[config.mk]
export PLATFORM = sky130hd
export DESIGN_NAME = cpi_tx_if
export DESIGN_NICKNAME = d
export VERILOG_FILES = /design/src/rtl/cpi_pkg.sv /design/src/rtl/cpi_tx_timegen.sv /design/src/rtl/cpi_tx_if.sv
export SDC_FILE = /design/constraint.sdc
export NUM_CORES = 1
export LEC_CHECK = 0
export BUFFER_PORTS_ARGS = -buffer_cell sky130_fd_sc_hd__buf_2
export CORE_MARGIN = 2
export CORE_UTILIZATION = 30
export DETAILED_ROUTE_END_ITERATION = 8
export SYNTH_ARGS = -nofsm -noshare
export SYNTH_HDL_FRONTEND = slang
export SYNTH_SLANG_ARGS = --single-unit
[constraint.sdc]
create_clock -name clk_i -period 8.7 [get_ports clk_i]
set_clock_uncertainty 0.05 [all_clocks]
set_input_delay 1.74 -clock clk_i [delete_from_list [all_inputs] [get_ports clk_i]]
set_output_delay 1.74 -clock clk_i [all_outputs]
set_load 0.01 [all_outputs]
[src/rtl/cpi_pkg.sv]
// Shared types for the CPI transmit path: frame-sequencer states and the
// shadow copy of the frame geometry held for the duration of a frame.
package cpi_pkg;

    localparam int unsigned CPI_CNT_W = 16;

    typedef enum logic [2:0] {
        IDLE,
        VSYNC,
        VBLANK,
        ACTIVE,
        HBLANK
    } cpi_tx_state_e;

    typedef struct packed {
        logic [CPI_CNT_W-1:0] width;
        logic [CPI_CNT_W-1:0] height;
        logic [CPI_CNT_W-1:0] hblank;
        logic [CPI_CNT_W-1:0] vsync_len;
        logic [CPI_CNT_W-1:0] vblank;
    } cpi_tx_cfg_t;

    // Length fields where zero would make no sense are clamped to one.
    function automatic logic [CPI_CNT_W-1:0] cpi_at_least_one(input logic [CPI_CNT_W-1:0] v);
        return (v == '0) ? CPI_CNT_W'(1) : v;
    endfunction

endpackage

[src/rtl/cpi_tx_timegen.sv]
// CPI frame timing: pixel-clock phase, frame state machine and slot/line
// counters. All state moves on the launch edge (end of the ph=1 cycle).
module cpi_tx_timegen
    import cpi_pkg::*;
#(
    parameter int unsigned CNT_WIDTH = CPI_CNT_W
) (
    input  logic                 i_clk,
    input  logic                 i_rst_n,
    input  logic                 i_en,
    input  logic                 i_start,
    input  logic                 i_continuous,
    input  logic [CNT_WIDTH-1:0] i_width,
    input  logic [CNT_WIDTH-1:0] i_height,
    input  logic [CNT_WIDTH-1:0] i_hblank,
    input  logic [CNT_WIDTH-1:0] i_vsync_len,
    input  logic [CNT_WIDTH-1:0] i_vblank,
    output logic                 o_ph,
    output logic                 o_launch,
    output logic                 o_pixel_slot,
    output logic                 o_frame_end,
    output logic                 o_hs_act,
    output logic                 o_vs_act,
    output logic                 o_busy
);

    cpi_tx_state_e        r_state;
    cpi_tx_state_e        w_state_nxt;
    cpi_tx_cfg_t          r_cfg;
    logic                 r_ph;
    logic                 r_start_pend;
    logic                 r_hs_act;
    logic                 r_vs_act;
    logic [CNT_WIDTH:0]   r_slot;
    logic [CNT_WIDTH:0]   w_slot_nxt;
    logic [CNT_WIDTH-1:0] r_line;
    logic [CNT_WIDTH-1:0] w_line_nxt;
    logic [CNT_WIDTH-1:0] w_hblank;
    logic [CNT_WIDTH-1:0] w_vsync_lines;
    logic [CNT_WIDTH:0]   w_line_len;
    logic                 w_cfg_ok;
    logic                 w_start_ok;
    logic                 w_launch;
    logic                 w_load_cfg;
    logic                 w_frame_end;

    assign w_cfg_ok      = (i_width != '0) && (i_height != '0);
    assign w_start_ok    = i_start && i_en && (r_state == IDLE) && w_cfg_ok;
    assign w_launch      = r_ph && i_en;
    assign w_hblank      = cpi_at_least_one(r_cfg.hblank);
    assign w_vsync_lines = cpi_at_least_one(r_cfg.vsync_len);
    assign w_line_len    = {1'b0, r_cfg.width} + {1'b0, w_hblank};

    // Next state and counters as they will be after the coming launch edge.
    always_comb begin
        w_state_nxt = r_state;
        w_slot_nxt  = r_slot + 1'b1;
        w_line_nxt  = r_line;
        w_load_cfg  = 1'b0;
        w_frame_end = 1'b0;
        unique case (r_state)
            IDLE: begin
                w_slot_nxt = '0;
                w_line_nxt = '0;
                if ((r_start_pend || w_start_ok) && w_cfg_ok) begin
                    w_state_nxt = VSYNC;
                    w_load_cfg  = 1'b1;
                end
            end
            VSYNC: begin
                if (r_slot == w_line_len - 1'b1) begin
                    w_slot_nxt = '0;
                    if (r_line == w_vsync_lines - 1'b1) begin
                        w_line_nxt  = '0;
                        w_state_nxt = (r_cfg.vblank == '0) ? ACTIVE : VBLANK;
                    end else begin
                        w_line_nxt = r_line + 1'b1;
                    end
                end
            end
            VBLANK: begin
                if (r_slot == w_line_len - 1'b1) begin
                    w_slot_nxt = '0;
                    if (r_line == r_cfg.vblank - 1'b1) begin
                        w_line_nxt  = '0;
                        w_state_nxt = ACTIVE;
                    end else begin
                        w_line_nxt = r_line + 1'b1;
                    end
                end
            end
            ACTIVE: begin
                if (r_slot == {1'b0, r_cfg.width} - 1'b1) begin
                    w_slot_nxt  = '0;
                    w_state_nxt = HBLANK;
                end
            end
            HBLANK: begin
                if (r_slot == {1'b0, w_hblank} - 1'b1) begin
                    w_slot_nxt = '0;
                    if (r_line == r_cfg.height - 1'b1) begin
                        w_line_nxt  = '0;
                        w_frame_end = 1'b1;
                        if (i_continuous && w_cfg_ok) begin
                            w_state_nxt = VSYNC;
                            w_load_cfg  = 1'b1;
                        end else begin
                            w_state_nxt = IDLE;
                        end
                    end else begin
                        w_line_nxt  = r_line + 1'b1;
                        w_state_nxt = ACTIVE;
                    end
                end
            end
            default: w_state_nxt = IDLE;
        endcase
    end

    // Phase, state register, counters and registered sync-active flags.
    always_ff @(posedge i_clk or negedge i_rst_n) begin
        if (!i_rst_n) begin
            r_ph         <= 1'b0;
            r_state      <= IDLE;
            r_start_pend <= 1'b0;
            r_slot       <= '0;
            r_line       <= '0;
            r_hs_act     <= 1'b0;
            r_vs_act     <= 1'b0;
        end else if (!i_en) begin
            r_ph         <= 1'b0;
            r_state      <= IDLE;
            r_start_pend <= 1'b0;
            r_slot       <= '0;
            r_line       <= '0;
            r_hs_act     <= 1'b0;
            r_vs_act     <= 1'b0;
        end else begin
            r_ph <= ~r_ph;
            if (r_ph) begin
                r_state      <= w_state_nxt;
                r_slot       <= w_slot_nxt;
                r_line       <= w_line_nxt;
                r_hs_act     <= (w_state_nxt == ACTIVE);
                r_vs_act     <= (w_state_nxt == VSYNC);
                r_start_pend <= 1'b0;
            end else if (w_start_ok) begin
                // start seen in the ph=0 cycle is held until the launch edge
                r_start_pend <= 1'b1;
            end
        end
    end

    // Shadow geometry captured on every entry to VSYNC.
    always_ff @(posedge i_clk or negedge i_rst_n) begin
        if (!i_rst_n) begin
            r_cfg <= '0;
        end else if (w_launch && w_load_cfg) begin
            r_cfg.width     <= CPI_CNT_W'(i_width);
            r_cfg.height    <= CPI_CNT_W'(i_height);
            r_cfg.hblank    <= CPI_CNT_W'(i_hblank);
            r_cfg.vsync_len <= CPI_CNT_W'(i_vsync_len);
            r_cfg.vblank    <= CPI_CNT_W'(i_vblank);
        end
    end

    assign o_ph         = r_ph;
    assign o_launch     = w_launch;
    assign o_pixel_slot = w_launch && (w_state_nxt == ACTIVE);
    assign o_frame_end  = w_launch && w_frame_end;
    assign o_hs_act     = r_hs_act;
    assign o_vs_act     = r_vs_act;
    assign o_busy       = (r_state != IDLE);

endmodule

[src/rtl/cpi_tx_if.sv]
// CPI transmitter top: pixel handshake with the uDMA TX stream, output data
// register, underflow/frame strobes and sync polarity on top of the timegen.
module cpi_tx_if
    import cpi_pkg::*;
#(
    parameter int unsigned DATA_WIDTH = 10,
    parameter int unsigned CNT_WIDTH  = CPI_CNT_W
) (
    input  logic                  clk_i,
    input  logic                  rstn_i,
    input  logic                  cfg_en_i,
    input  logic                  cfg_start_i,
    input  logic                  cfg_continuous_i,
    input  logic [CNT_WIDTH-1:0]  cfg_width_i,
    input  logic [CNT_WIDTH-1:0]  cfg_height_i,
    input  logic [CNT_WIDTH-1:0]  cfg_hblank_i,
    input  logic [CNT_WIDTH-1:0]  cfg_vsync_len_i,
    input  logic [CNT_WIDTH-1:0]  cfg_vblank_i,
    input  logic                  cfg_vsync_pol_i,
    input  logic                  cfg_hsync_pol_i,
    input  logic [DATA_WIDTH-1:0] data_i,
    input  logic                  valid_i,
    output logic                  ready_o,
    output logic                  cam_clk_o,
    output logic [DATA_WIDTH-1:0] cam_data_o,
    output logic                  cam_hsync_o,
    output logic                  cam_vsync_o,
    output logic                  busy_o,
    output logic                  frame_evt_o,
    output logic                  underflow_o
);

    logic                  w_ph;
    logic                  w_launch;
    logic                  w_pixel_slot;
    logic                  w_frame_end;
    logic                  w_hs_act;
    logic                  w_vs_act;
    logic                  w_busy;
    logic [DATA_WIDTH-1:0] r_data;
    logic                  r_frame_evt;
    logic                  r_underflow;

    cpi_tx_timegen #(
        .CNT_WIDTH (CNT_WIDTH)
    ) u_timegen (
        .i_clk        (clk_i),
        .i_rst_n      (rstn_i),
        .i_en         (cfg_en_i),
        .i_start      (cfg_start_i),
        .i_continuous (cfg_continuous_i),
        .i_width      (cfg_width_i),
        .i_height     (cfg_height_i),
        .i_hblank     (cfg_hblank_i),
        .i_vsync_len  (cfg_vsync_len_i),
        .i_vblank     (cfg_vblank_i),
        .o_ph         (w_ph),
        .o_launch     (w_launch),
        .o_pixel_slot (w_pixel_slot),
        .o_frame_end  (w_frame_end),
        .o_hs_act     (w_hs_act),
        .o_vs_act     (w_vs_act),
        .o_busy       (w_busy)
    );

    // Output data launched with the falling pixel clock; starved slots send 0.
    always_ff @(posedge clk_i or negedge rstn_i) begin
        if (!rstn_i) begin
            r_data      <= '0;
            r_frame_evt <= 1'b0;
            r_underflow <= 1'b0;
        end else if (!cfg_en_i) begin
            r_data      <= '0;
            r_frame_evt <= 1'b0;
            r_underflow <= 1'b0;
        end else begin
            r_frame_evt <= w_frame_end;
            r_underflow <= w_pixel_slot && !valid_i;
            if (w_launch) begin
                r_data <= (w_pixel_slot && valid_i) ? data_i : '0;
            end
        end
    end

    assign ready_o     = w_pixel_slot && valid_i;
    assign cam_clk_o   = w_ph;
    assign cam_data_o  = r_data;
    assign cam_hsync_o = w_hs_act ^ ~cfg_hsync_pol_i;
    assign cam_vsync_o = w_vs_act ^ ~cfg_vsync_pol_i;
    assign busy_o      = w_busy;
    assign frame_evt_o = r_frame_evt;
    assign underflow_o = r_underflow;

endmodule
**Word level (Yosys, flattened, before mapping)**

Index checks and enable logic that the tools add are counted.

- Bits in latches: 0
- Bits in registers: 132
- Memory bits (writable): 0
- Memory bits (read-only): 0
- Memories kept: 0
- Input bits: 98

- Multiplexer cells: 51
- Equality and inequality tests: 19
- $lt $le $gt $ge: 0
- Reductions and logical operators: 23
- $mul: 0
- Shift operators: 0
- Bitwise operators: 5
- Div/mod/pow operators: 0
- Add/subtract/negate cells: 9

Operators with widths:

| operator | number |
|---|---|
| 16-bit 2-to-1 mux | 10 |
| 17-bit 2-to-1 mux | 5 |
| 17-bit case mux with 4 select lines | 1 |
| 16-bit case mux with 4 select lines | 1 |
| 17-bit == test | 3 |
| 16-bit == test | 3 |
| 16-bit logical NOT | 3 |
| 16-bit by 1-bit subtractor with 16-bit output, second input constant | 3 |
| 16-bit by 1-bit subtractor with 17-bit output, second input constant | 2 |
| 16-bit nonzero test | 2 |
| 10-bit 2-to-1 mux | 3 |
| 3-bit 2-to-1 mux | 9 |
| 1-bit 2-to-1 mux | 19 |
| 16-bit by 16-bit adder with 17-bit output | 1 |
| 17-bit by 1-bit adder with 17-bit output, second input constant | 1 |
| 17-bit by 1-bit subtractor with 17-bit output, second input constant | 1 |
| 16-bit by 1-bit adder with 16-bit output, second input constant | 1 |
| 3-bit case mux with 5 select lines | 1 |
| 1-bit logical AND | 12 |
| 3-bit by 2-bit == test with 1-bit output, second input constant | 3 |
| 3-bit by 2-bit inequality test with 1-bit output, second input constant | 3 |
| 3-bit by 1-bit == test with 1-bit output, second input constant | 2 |
| 5-bit by 1-bit inequality test with 1-bit output, second input constant | 1 |
| 5-bit AND reduction | 1 |
| 12 further kinds | 16 |

**Depth between registers and ports, before layout**

Gate-level depths: netlist (run 1).

- Word-level depth: 13
- Depth in mapped cells: 20
- Depth with buffers taken out: 18

**Hierarchy**

Synthesis (run 1) repeated with hierarchy kept, for this count alone.

- Cells, all modules: 1158
- Area total of the unflattened synthesis: 10765.3 um^2

Modules (own cells, without submodules):

| module | cells each | times used | sequential area each (um^2) | area each (um^2) |
|---|---|---|---|---|
| cpi_tx_timegen | 1106 | 1 | 3002.9 | 10183.5 |
| cpi_tx_if | 52 | 1 | 300.3 | 581.8 |

**Least setup slack after synthesis (run 1)**

Ideal clock, no wire load.

- Path type: register to output
- Start: register u_timegen.r_cfg[40] (netlist name)
- End: output port ready_o
- Data required time: 6910 ps
- Arrival: 4368 ps
- Path slack: 2542 ps
- Stages on the path, launching flop included: 20
- Buffers on the path: 2
- Cell sequence: dfrtp_1 -> clkbuf_1 -> nor4_4 -> and2_1 -> a31oi_1 -> ha_1 -> inv_1 -> ha_1 -> inv_1 -> fa_1 -> nor2b_1 -> nor2_1 -> o22ai_1 -> o211ai_1 -> nor4_1 -> nand4_1 -> or4b_1 -> nor3b_1 -> a311oi_2 -> buf_4

- Word-level cells in the longest chain between the ends: 10
- Elaborated cells on any way between the ends: 14
- Those cells by class: add/sub (3); eq/ne (3); mux (5); reduce/logical (3)

Ends and longest elaborated chain:

| what | RTL line | RTL |
|---|---|---|
| start: declaration | cpi_tx_timegen.sv:29 | `cpi_tx_cfg_t r_cfg;` |
| 16-bit logical NOT | cpi_pkg.sv:25 | `return (v == '0) ? CPI_CNT_W'(1) : v;` |
| 16-bit 2-to-1 mux (*) | cpi_pkg.sv:25 |  |
| 16-bit by 16-bit adder with 17-bit output | cpi_tx_timegen.sv:52 | `assign w_line_len = {1'b0, r_cfg.width} + {1'b0, w_hblank};` |
| 17-bit by 1-bit subtractor with 17-bit output | cpi_tx_timegen.sv:71, cpi_tx_timegen.sv:82 |  |
| 17-bit == test | cpi_tx_timegen.sv:71, cpi_tx_timegen.sv:82 |  |
| 3-bit 2-to-1 mux (on tied branches) | cpi_tx_timegen.sv:82, cpi_tx_timegen.sv:71 |  |
| 3-bit case mux with 5 select lines (*) | cpi_tx_timegen.sv:61 | `unique case (r_state)` |
| 3-bit by 2-bit == test with 1-bit output (*) | cpi_tx_timegen.sv:169 | `assign o_pixel_slot = w_launch && (w_state_nxt == ACTIVE);` |
| 1-bit logical AND (*) | cpi_tx_timegen.sv:169 |  |
| 1-bit logical AND (*) | cpi_tx_if.sv:85 | `assign ready_o = w_pixel_slot && valid_i;` |
| end: declaration | cpi_tx_if.sv:23 | `output logic ready_o,` |

Mark *: on every way between the ends. The rest lies on a longest branch, timed or not.

**Worst setup path after layout (run 1)**

- Start: register u_timegen.r_cfg[45] (netlist name)
- End: output port ready_o

Same word-level chain as after synthesis.

==> impl_metrics.env, run 1 <==
export IMPL_cts_resized=0
export IMPL_cts_tree="done"
export IMPL_cts_setup_buffers=0
export IMPL_fin_cells=1725
export IMPL_setup_violations_final=0
export IMPL_synth_warnings=0
export IMPL_htree_levels=4
export IMPL_holdWs_ns=0.445
export IMPL_drc_errors=0
export IMPL_ff2ff_path_depth=18
export IMPL_slew_violations=0
export IMPL_boundaryPins=115
export IMPL_period_needed_ns=7.40
export IMPL_cp_depth=19
export IMPL_synth_top_cells_by_area="dfrtp_1 (31%), mux2_1 (8.9%), xnor2_1 (6.3%), ha_1 (4.6%), xor2_1 (3.6%)"
export IMPL_status="completed"
export IMPL_synth_enable_flop_cells=0
export IMPL_die_area_mm2=0.0366
export IMPL_path_cells="nor4_1, and2_1, a31oi_1, ha_1, inv_1, ha_1, inv_1, fa_1, nor2b_1, nor2_1, o22ai_1, o211ai_1, nor4_1, nand4_1, or4b_1, nor3b_1, a311oi_2, buf_4, buf_2"
export IMPL_grt_setup_unrepaired="no"
export IMPL_cpPeakStageDelay_ns=0.52
export IMPL_fin_crit_sh_pct=85.1
export IMPL_core_area_mm2=0.0345
export IMPL_clockBufferDepth=2
export IMPL_drt_first_pass_iters=5
export IMPL_start_kind="register"
export IMPL_power_density_mw_per_mm2=320
export IMPL_synth_top_area_cell="dfrtp_1"
export IMPL_antenna_found_initial=0
export IMPL_clock_sinks=132
export IMPL_setup_tns_final_ns=0
export IMPL_wl_per_cell_um=17.8
export IMPL_start_util_pct=30.5
export IMPL_critPathBufInv=4
export IMPL_critPathTopFamily="simple AND/OR/NAND/NOR gates"
export IMPL_hold_violations=0
export IMPL_die_w_um=191
export IMPL_crit_slowest_cell="or4b_1"
export IMPL_p_leak_uw=0.00509
export IMPL_synth_xor_area_share_pct=9.90
export IMPL_regToRegSetupSlack_ns=3.04
export IMPL_maxCapViolCount=0
export IMPL_synthFlopType="dfrtp_1"
export IMPL_numCtsBuffers=17
export IMPL_syn_avg_cell_area_um2=8.86
export IMPL_fillers=3609
export IMPL_grt_pass1_vias=8935
export IMPL_syn2layout_area_growth_pct=13.5
export IMPL_fin_ws_ns=1.30
export IMPL_drt_total_wl_mm=30.7
export IMPL_synth_seq_area_share_pct=31.4
export IMPL_clk_pin_slew_ns=0.06
export IMPL_p_total_uw=3820
export IMPL_arrival_ns=5.61
export IMPL_num_vias=9284
export IMPL_root_buffer="clkbuf_16"
export IMPL_hold_class="register to register"
export IMPL_viasPerCell=5.38
export IMPL_async_reset_ff_share_pct=100
export IMPL_hold_depth=1
export IMPL_max_freq_mhz=135
export IMPL_endpoint_kind="output pin"
export IMPL_syn_nets=1326
export IMPL_diodes=0
export IMPL_grt_usage_pct=17.0
export IMPL_yosys_area_share_simple_pct=21.9
export IMPL_synth_area_mux_share_pct=10.2
export IMPL_place_ws_ns=1.82
export IMPL_die_h_um=191
export IMPL_grt_start_max_net_pins=81
export IMPL_grt_ovfl_total=0
export IMPL_synthCells=1188
export IMPL_worstPathMaxFanout=11
export IMPL_ys_seq_elements=132
export IMPL_drive_above_1_share_pct=13.9
export IMPL_synth_fa_ha_area_share_pct=4.82
export IMPL_worstMarginPinSlew_ns=1.04
export IMPL_maxSlewHeadroom_pct=30.7
export IMPL_synth_most_common_cell="dfrtp_1"
export IMPL_path_class="register to output pin"
export IMPL_nets=1395
export IMPL_irDropWorstVdd_mv=0.116
export IMPL_postCtsHoldBufs=0
export IMPL_drtIter0Drc=638
export IMPL_netlist_area_mm2=0.0105
export IMPL_dp_hpwl_mm=23.1
export IMPL_gp_congestion=0.924
export IMPL_synth_compound_area_share_pct=15.7
export IMPL_synth_distinct_cells=85
export IMPL_drtAntennaViolNets=0
export IMPL_synthTopCellsByCount="dfrtp_1 (132), inv_1 (83), mux2_1 (83)"
export IMPL_grt_pass1_wl_mm=48.4
export IMPL_num_rows=68
export IMPL_synth_top_family_by_area="simple AND/OR/NAND/NOR gates"
export IMPL_clk_latency_ns=0.43
export IMPL_dp_cells=1693
export IMPL_synth_top_area_share_pct=31.4
export IMPL_cp_data_required_time_ns=6.91
export IMPL_io_buffers=114
flip-flops by register name, indices dropped and copies added, names as in the netlist:
name / count
u_timegen.o_hs_act: 1
u_timegen.r_state: 3
frame_evt_o: 1
u_timegen.r_start_pend: 1
u_timegen.o_vs_act: 1
cam_data_o: 10
u_timegen.r_line: 16
u_timegen.r_cfg: 80
underflow_o: 1
u_timegen.r_slot: 17
u_timegen.o_ph: 1
per-stage QoR:
stage          util, %  area, um^2
2_1_floorplan        -       10500
3_3_place_gp      33.0       11400
3_5_place_dp      33.0       11400
4_1_cts           34.6       12000
5_1_grt           34.6       12000
6_report          34.6       12000
area by class of cell:
class	count	area [um^2]	area share, %
Multi-Input combinational cell	903	6590	55.1
Sequential cell	132	3300	27.6
Timing Repair Buffer	120	622	5.20
Tap cell	455	569	4.76
Clock buffer	18	429	3.59
Inverter	83	312	2.61
Clock inverter	14	128	1.07
layout by cell type, fill, tap and decap left out, types with 6 or more instances in the layout:
cell and instances:
o2111ai_1 6, o22ai_1 12, xor2_1 43, ha_1 39, o211ai_1 11, or4_1 9
nor3_1 38, or3_1 15, a31oi_1 17, mux2i_1 11, o21ai_1 31, nand4_1 25
buf_2 113, nand2b_1 14, o21a_1 9, a21oi_1 40, xnor2_1 76, and4_1 7
mux2_1 83, nor2b_1 19, a22o_1 24, a211oi_1 6, dfrtp_1 132, and2_1 10
nand3_1 27, nor2_1 70, buf_4 6, nor3b_1 6, and3_1 21, clkbuf_16 17
inv_1 83, nand2_1 69, nor4_1 38, o21ai_0 26
kinds of logic (layout without fill, tap and decap cells):
| logic type | after synthesis | after routing |
|---|---|---|
| and+or+nand+nor | 408 | 408 |
| AOI/OAI and AO/OA | 239 | 239 |
| buffers and inverters | 153 | 235 |
| DFF | 132 | 132 |
| xor gates and xnor gates | 119 | 119 |
| muxes | 97 | 97 |
| adders and majority gates | 40 | 40 |
metal layers:
metal / vias to the layer above / global-route usage, % / wire length, um
met5: - / 0 / 0
met4: 0 / 5.33 / 664
met3: 36 / 2.66 / 1400
met2: 262 / 28.0 / 14500
met1: 4510 / 22.7 / 14200
li1: 4476 / - / -
worst paths after layout:
kind,from,endpoint
hold reg to reg,cam_data_o[3],cam_data_o[3]
max in group asynchronous,rstn_i,u_timegen.r_cfg[67]
setup / recovery,u_timegen.r_cfg[45],ready_o
setup reg to reg,u_timegen.r_cfg[45],u_timegen.r_line[0]
hold / removal,cam_data_o[3],cam_data_o[3]
min in group asynchronous,rstn_i,cam_data_o[9]
power by group:
part           switching (uW)  internal, uW  total [uW]
Clock                     293           395         688
Combinational            1210           894        2100
Sequential                268           762        1030
Total                    1770          2050        3820
Power figures use the tool's default switching activity.
==> run 2, diff against run 1 <==
--- a/config.mk
+++ b/config.mk
@@ -9,6 +9,7 @@
 export CORE_MARGIN = 2
 export CORE_UTILIZATION = 30
 export DETAILED_ROUTE_END_ITERATION = 8
+export PLACE_DENSITY_LB_ADDON = 0.2
 export SYNTH_ARGS = -nofsm -noshare
 export SYNTH_HDL_FRONTEND = slang
 export SYNTH_SLANG_ARGS = --single-unit
==> run 2 against run 1 <==
Against the previous run:
- via count is 1.5% lower
- clock power is 19% higher
- total power is 3.9% higher
- final cell count hardly changed
- register-to-register slack better by 0.05 ns
- global-route usage is 1.1 points higher
- worst hold slack worse by 0.0020 ns
- non-clock buffer count is 1 higher
- largest power group unchanged
==> impl_metrics.env, run 2 (synthesis gave the netlist of run 1 again) <==
export IMPL_hold_class="register to register"
export IMPL_grt_pass1_vias=8942
export IMPL_nets=1396
export IMPL_root_buffer="clkbuf_16"
export IMPL_status="completed"
export IMPL_setup_violations_final=0
export IMPL_cp_data_required_time_ns=6.91
export IMPL_worstPathMaxFanout=11
export IMPL_num_rows=68
export IMPL_clockBufferDepth=2
export IMPL_syn2layout_area_growth_pct=14.5
export IMPL_drt_first_pass_iters=5
export IMPL_clock_sinks=132
export IMPL_drt_total_wl_mm=31.9
export IMPL_drtIter0Drc=614
export IMPL_core_area_mm2=0.0345
export IMPL_gp_congestion=0.905
export IMPL_fin_cells=1726
export IMPL_max_freq_mhz=135
export IMPL_worstMarginPinSlew_ns=0.945
export IMPL_cts_resized=0
export IMPL_regToRegSetupSlack_ns=3.09
export IMPL_period_needed_ns=7.43
export IMPL_grt_setup_unrepaired="no"
export IMPL_arrival_ns=5.64
export IMPL_slew_violations=0
export IMPL_die_h_um=191
export IMPL_dp_cells=1694
export IMPL_num_vias=9148
export IMPL_grt_ovfl_total=0
export IMPL_regMostFlops="u_timegen.r_cfg"
export IMPL_postCtsHoldBufs=0
export IMPL_largest_register_ffs=80
export IMPL_dp_hpwl_mm=24.1
export IMPL_numCtsBuffers=17
export IMPL_drive_above_1_share_pct=14.0
export IMPL_fin_crit_sh_pct=85.4
export IMPL_endpoint_kind="output pin"
export IMPL_final_cell_mix="dfrtp_1 (132), buf_2 (113), inv_1 (83), mux2_1 (83), xnor2_1 (76)"
export IMPL_power_density_mw_per_mm2=329
export IMPL_drtAntennaViolNets=0
export IMPL_htree_levels=4
export IMPL_final_util_pct=34.9
export IMPL_antenna_found_initial=1
export IMPL_die_w_um=191
export IMPL_maxSlewHeadroom_pct=36.8
export IMPL_hold_violations=0
export IMPL_largestRegisters="u_timegen.r_cfg: 80 flops, u_timegen.r_slot: 17 flops, u_timegen.r_line: 16 flops"
export IMPL_grt_start_max_net_pins=70
export IMPL_wl_per_cell_um=18.5
export IMPL_die_area_mm2=0.0366
export IMPL_path_cells="nor4_4, and2_1, a31oi_1, ha_1, inv_1, ha_1, inv_1, fa_1, nor2b_1, nor2_1, o22ai_1, o211ai_1, nor4_1, nand4_1, or4b_1, nor3b_1, a311oi_2, buf_4, buf_2"
export IMPL_crit_slowest_cell="or4b_1"
export IMPL_maxCapViolCount=0
export IMPL_clk_pin_slew_ns=0.06
export IMPL_grt_pass1_wl_mm=50.8
export IMPL_holdWs_ns=0.443
export IMPL_final_common_cell="dfrtp_1"
export IMPL_start_util_pct=30.5
export IMPL_cpPeakStageDelay_ns=0.54
export IMPL_p_leak_uw=0.00515
export IMPL_cts_setup_buffers=0
export IMPL_boundaryPins=115
export IMPL_drc_errors=0
export IMPL_viasPerCell=5.30
export IMPL_setup_tns_final_ns=0
export IMPL_io_buffers=114
export IMPL_clk_latency_ns=0.45
export IMPL_cts_tree="done"
export IMPL_path_class="register to output pin"
export IMPL_grt_usage_pct=18.0
export IMPL_irDropWorstVdd_mv=0.185
export IMPL_start_kind="register"
## run 2: power by group
group / leakage [uW] / switching [uW] / internal, uW
sequential: 0.00171 / 266 / 762
clock: 0.000311 / 294 / 522
combinational: 0.00313 / 1230 / 899
## run 2: through the flow
step	total power, uW	cell area (um^2)	worst slack (ns)
3_3_place_gp	3130	11400	1.79
6_report	3970	12100	1.27
4_1_cts	3970	12100	1.29
2_1_floorplan	2600	10500	2.54
5_1_grt	4290	12100	0.834
3_5_place_dp	3120	11400	1.81
## run 2: worst paths after layout
check / cells after the start / startpoint / end
min: 1 / cam_data_o[4] / cam_data_o[4]
max: 19 / u_timegen.r_cfg[41] / ready_o
min in group asynchronous: 1 / rstn_i / u_timegen.r_cfg[2]
min reg2reg: 1 / cam_data_o[4] / cam_data_o[4]
max in group asynchronous: 2 / rstn_i / u_timegen.r_slot[0]
max reg2reg: 18 / u_timegen.r_cfg[41] / u_timegen.r_line[0]
## run 2: cell type report
class / instances / area, um^2
flip-flops and latches: 132 / 3300
inverters: 83 / 312
fillers: 3690 / 22500
repair buffers: 121 / 629
multi-input cells: 903 / 6590
clock buffers: 19 / 453
diodes: 1 / 2.50
well taps: 455 / 569
clock inverters: 12 / 204
## run 2: worst max-delay path: cells and delay by family, from the launching register on
family / cells / cell delay (ns)
and+or+nand+nor: 8 / 2.35
AOI/OAI and AO/OA: 4 / 1.07
DFF: 1 / 0.47
buffers and inverters: 4 / 0.50
adders and majority gates: 3 / 0.81
## run 2: per-layer routing
metal  vias to the layer above  wire length, um  track usage [%]
li1                       4472                -                -
met1                      4449            15200             24.0
met2                       191            15100             29.9
met3                        36             1030             2.88
met4                         0              551             5.68
met5                         -                0                0
==> run 3, diff against run 2 <==
--- a/config.mk
+++ b/config.mk
@@ -6,10 +6,11 @@
 export NUM_CORES = 1
 export LEC_CHECK = 0
 export BUFFER_PORTS_ARGS = -buffer_cell sky130_fd_sc_hd__buf_2
-export CORE_MARGIN = 2
+export CORE_MARGIN = 5
 export CORE_UTILIZATION = 30
 export DETAILED_ROUTE_END_ITERATION = 8
 export PLACE_DENSITY_LB_ADDON = 0.2
 export SYNTH_ARGS = -nofsm -noshare
 export SYNTH_HDL_FRONTEND = slang
+export SYNTH_HIERARCHICAL = 1
 export SYNTH_SLANG_ARGS = --single-unit
==> run 3 against run 2 <==
Against the previous run:
- combinational power down 9.9%
- critical endpoint unchanged
- first-iteration DRC count down 31%
- via count down 3.4%
- worst hold slack better by 0.011 ns
- largest power group unchanged
- sequential share of layout area down 0.31 points
- critical path depth up 1
- final area up 1.1%
- total power down 6.4%
- wire length down 2.6%
- worst setup slack better by 0.12 ns
- sequential cell count unchanged
==> impl_metrics.env, run 3 <==
export IMPL_drt_total_wl_mm=31.1
export IMPL_die_h_um=199
export IMPL_p_total_uw=3710
export IMPL_hold_class="register to register"
export IMPL_drc_errors=0
export IMPL_register_area_mm2=0.00330
export IMPL_slew_violations=0
export IMPL_syn2layout_area_growth_pct=13.3
export IMPL_arrival_ns=5.52
export IMPL_maxCapViolCount=0
export IMPL_cts_setup_buffers=0
export IMPL_dp_cells=1664
export IMPL_num_vias=8837
export IMPL_clk_latency_ns=0.42
export IMPL_die_area_mm2=0.0398
export IMPL_die_w_um=199
export IMPL_irDropWorstVdd_mv=0.147
export IMPL_diodes=0
export IMPL_start_kind="register"
export IMPL_path_class="register to output pin"
export IMPL_viasPerCell=5.21
export IMPL_gp_congestion=0.896
export IMPL_grt_setup_unrepaired="no"
export IMPL_clock_sinks=132
export IMPL_htree_levels=4
export IMPL_drtAntennaViolNets=0
export IMPL_grt_pass1_vias=8675
export IMPL_design_area_mm2=0.0122
export IMPL_fillers=3654
export IMPL_setup_tns_final_ns=0
export IMPL_holdWs_ns=0.454
export IMPL_drtIter0Drc=425
export IMPL_grt_pass1_wl_mm=49.5
export IMPL_endpoint_kind="output pin"
export IMPL_dpl_cell_area_mm2=0.0116
export IMPL_grt_start_max_net_pins=72
export IMPL_synthTopCellsByCount="dfrtp_1 (132), xnor2_1 (82), inv_1 (80), mux2_4 (80), nor2_1 (55)"
export IMPL_antenna_found_initial=0
export IMPL_fin_cells=1696
export IMPL_clk_pin_slew_ns=0.06
export IMPL_cts_tree="done"
export IMPL_postCtsHoldBufs=0
export IMPL_largest_register_ffs=80
export IMPL_numCtsBuffers=17
export IMPL_num_rows=69
export IMPL_clockBufferDepth=2
export IMPL_largestRegisters="u_timegen/r_cfg: 80 flops, u_timegen/r_slot: 17 flops, u_timegen/r_line: 16 flops"
export IMPL_synth_most_common_cell="dfrtp_1"
export IMPL_p_leak_uw=0.00555
export IMPL_netlist_area_mm2=0.0108
export IMPL_drive_above_1_share_pct=20.6
export IMPL_final_common_cell="dfrtp_1"
export IMPL_wl_per_cell_um=18.3
export IMPL_setup_violations_final=0
export IMPL_root_buffer="clkbuf_16"
export IMPL_synth_seq_area_share_pct=30.7
export IMPL_synthFlopType="dfrtp_1"
export IMPL_synth_top_cells_by_area="dfrtp_1 (31%), mux2_4 (11%), xnor2_1 (6.7%), ha_1 (4.5%), xor2_1 (3.5%)"
export IMPL_boundaryPins=115
export IMPL_maxSlewHeadroom_pct=26.3
export IMPL_worstPathMaxFanout=12
export IMPL_synth_top_area_share_pct=30.7
export IMPL_status="completed"
export IMPL_synth_distinct_cells=80
export IMPL_synth_enable_flop_cells=0
export IMPL_path_cells="nor4_2, a41oi_1, ha_1, inv_1, ha_1, inv_1, fa_1, xor2_1, nand3_1, nor4b_1, nand3_1, or2_1, a2111o_1, nor3_1, nand2_1, and3_1, nor2_1, buf_4, and2_1, buf_2"
export IMPL_cts_resized=0
export IMPL_crit_slowest_cell="nor4_2"
export IMPL_cp_data_required_time_ns=6.91
export IMPL_period_needed_ns=7.31
export IMPL_core_area_mm2=0.0355
export IMPL_syn_avg_cell_area_um2=9.30
export IMPL_regToRegSetupSlack_ns=2.43
export IMPL_async_reset_ff_share_pct=100
export IMPL_multi_input_area_mm2=0.00679
export IMPL_nets=1360
export IMPL_max_freq_mhz=137
export IMPL_io_buffers=114
export IMPL_syn_nets=1296
export IMPL_synth_warnings=6
export IMPL_grt_usage_pct=15.7
export IMPL_start_util_pct=30.3
export IMPL_synth_top_area_cell="dfrtp_1"
export IMPL_worstMarginPinSlew_ns=1.10
export IMPL_drt_first_pass_iters=5
export IMPL_dp_hpwl_mm=23.2
export IMPL_final_cell_mix="dfrtp_1 (132), buf_2 (113), xnor2_1 (82)"
export IMPL_grt_ovfl_total=0
export IMPL_fin_crit_sh_pct=84.0
export IMPL_hold_violations=0
export IMPL_power_density_mw_per_mm2=305
export IMPL_cpPeakStageDelay_ns=0.72
export IMPL_regMostFlops="u_timegen/r_cfg"
export IMPL_synthCells=1158
export IMPL_ys_seq_elements=132
run 3: changes by cell type after synthesis, sizes merged, moves of 7 or more:
cell,before,now
a21boi,2,12
a21o,5,16
a22o,24,1
a31oi,17,10
a32o,2,13
and3,21,33
nand2,69,46
nand2b,14,30
nor2,71,55
nor2b,19,10
nor3b,7,30
o211ai,12,4
o22ai,12,3
run 3: area by class of cell:
class                   instances  area share, %
inverters                      81           2.49
clock buffers                  20           3.74
clock inverters                12           1.26
repair buffers                119           5.04
well taps                     461           4.73
flip-flops and latches        132           27.1
multi-input cells             871           55.7
run 3: per-layer routing:
metal / track usage [%] / vias up / wire, um
met4: 4.88 / 0 / 719
met3: 2.53 / 35 / 1310
li1: - / 4324 / -
met1: 21.9 / 4285 / 15000
met5: 0 / - / 0
met2: 25.2 / 193 / 14000
run 3: critical path, delay by kind of cell, from the launching register on:
family / cells / cell delay [ns]
buf+inv: 4 / 0.42
compound gates: 2 / 0.74
xor+xnor: 1 / 0.16
simple gates: 10 / 2.34
flops: 1 / 0.47
fa+ha+maj: 3 / 0.96
run 3: worst paths after layout:
path                                             start                     end  depth (start not counted)
worst min-delay path            u_timegen/r_start_pend  u_timegen/r_start_pend                          2
worst max-delay path               u_timegen/r_cfg[36]                 ready_o                         20
worst min register to register  u_timegen/r_start_pend  u_timegen/r_start_pend                          2
max in group asynchronous                       rstn_i     u_timegen/r_cfg[70]                          2
min in group asynchronous                       rstn_i     u_timegen/r_cfg[25]                          1
worst max register to register     u_timegen/r_cfg[36]    u_timegen/r_line[12]                         17
run 3: metrics by stage:
stage                     setup WS, ns  util [%]
after floorplan                   2.50         -
after global placement            1.94      32.7
after detailed placement          1.86      32.7
after CTS                         1.37      34.4
after global routing             0.970      34.4
final                             1.39      34.4
run 3: where the power goes:
| part | switching (uW) | leakage [uW] | total [uW] | internal (uW) |
|---|---|---|---|---|
| combinational | 1010 | 0.00356 | 1920 | 910 |
| clock | 291 | 0.000292 | 757 | 466 |
| sequential | 279 | 0.00170 | 1030 | 755 |
run 3: kinds of logic after synthesis:
logic type / synth area share, %
AO/OA/AOI/OAI: 14.4
XOR/XNOR: 10.2
adder cells (fa/ha/maj): 4.72
buffers and inverters: 6.25
flip-flops: 30.7
multiplexers: 12.3
AND/OR/NAND/NOR: 21.5
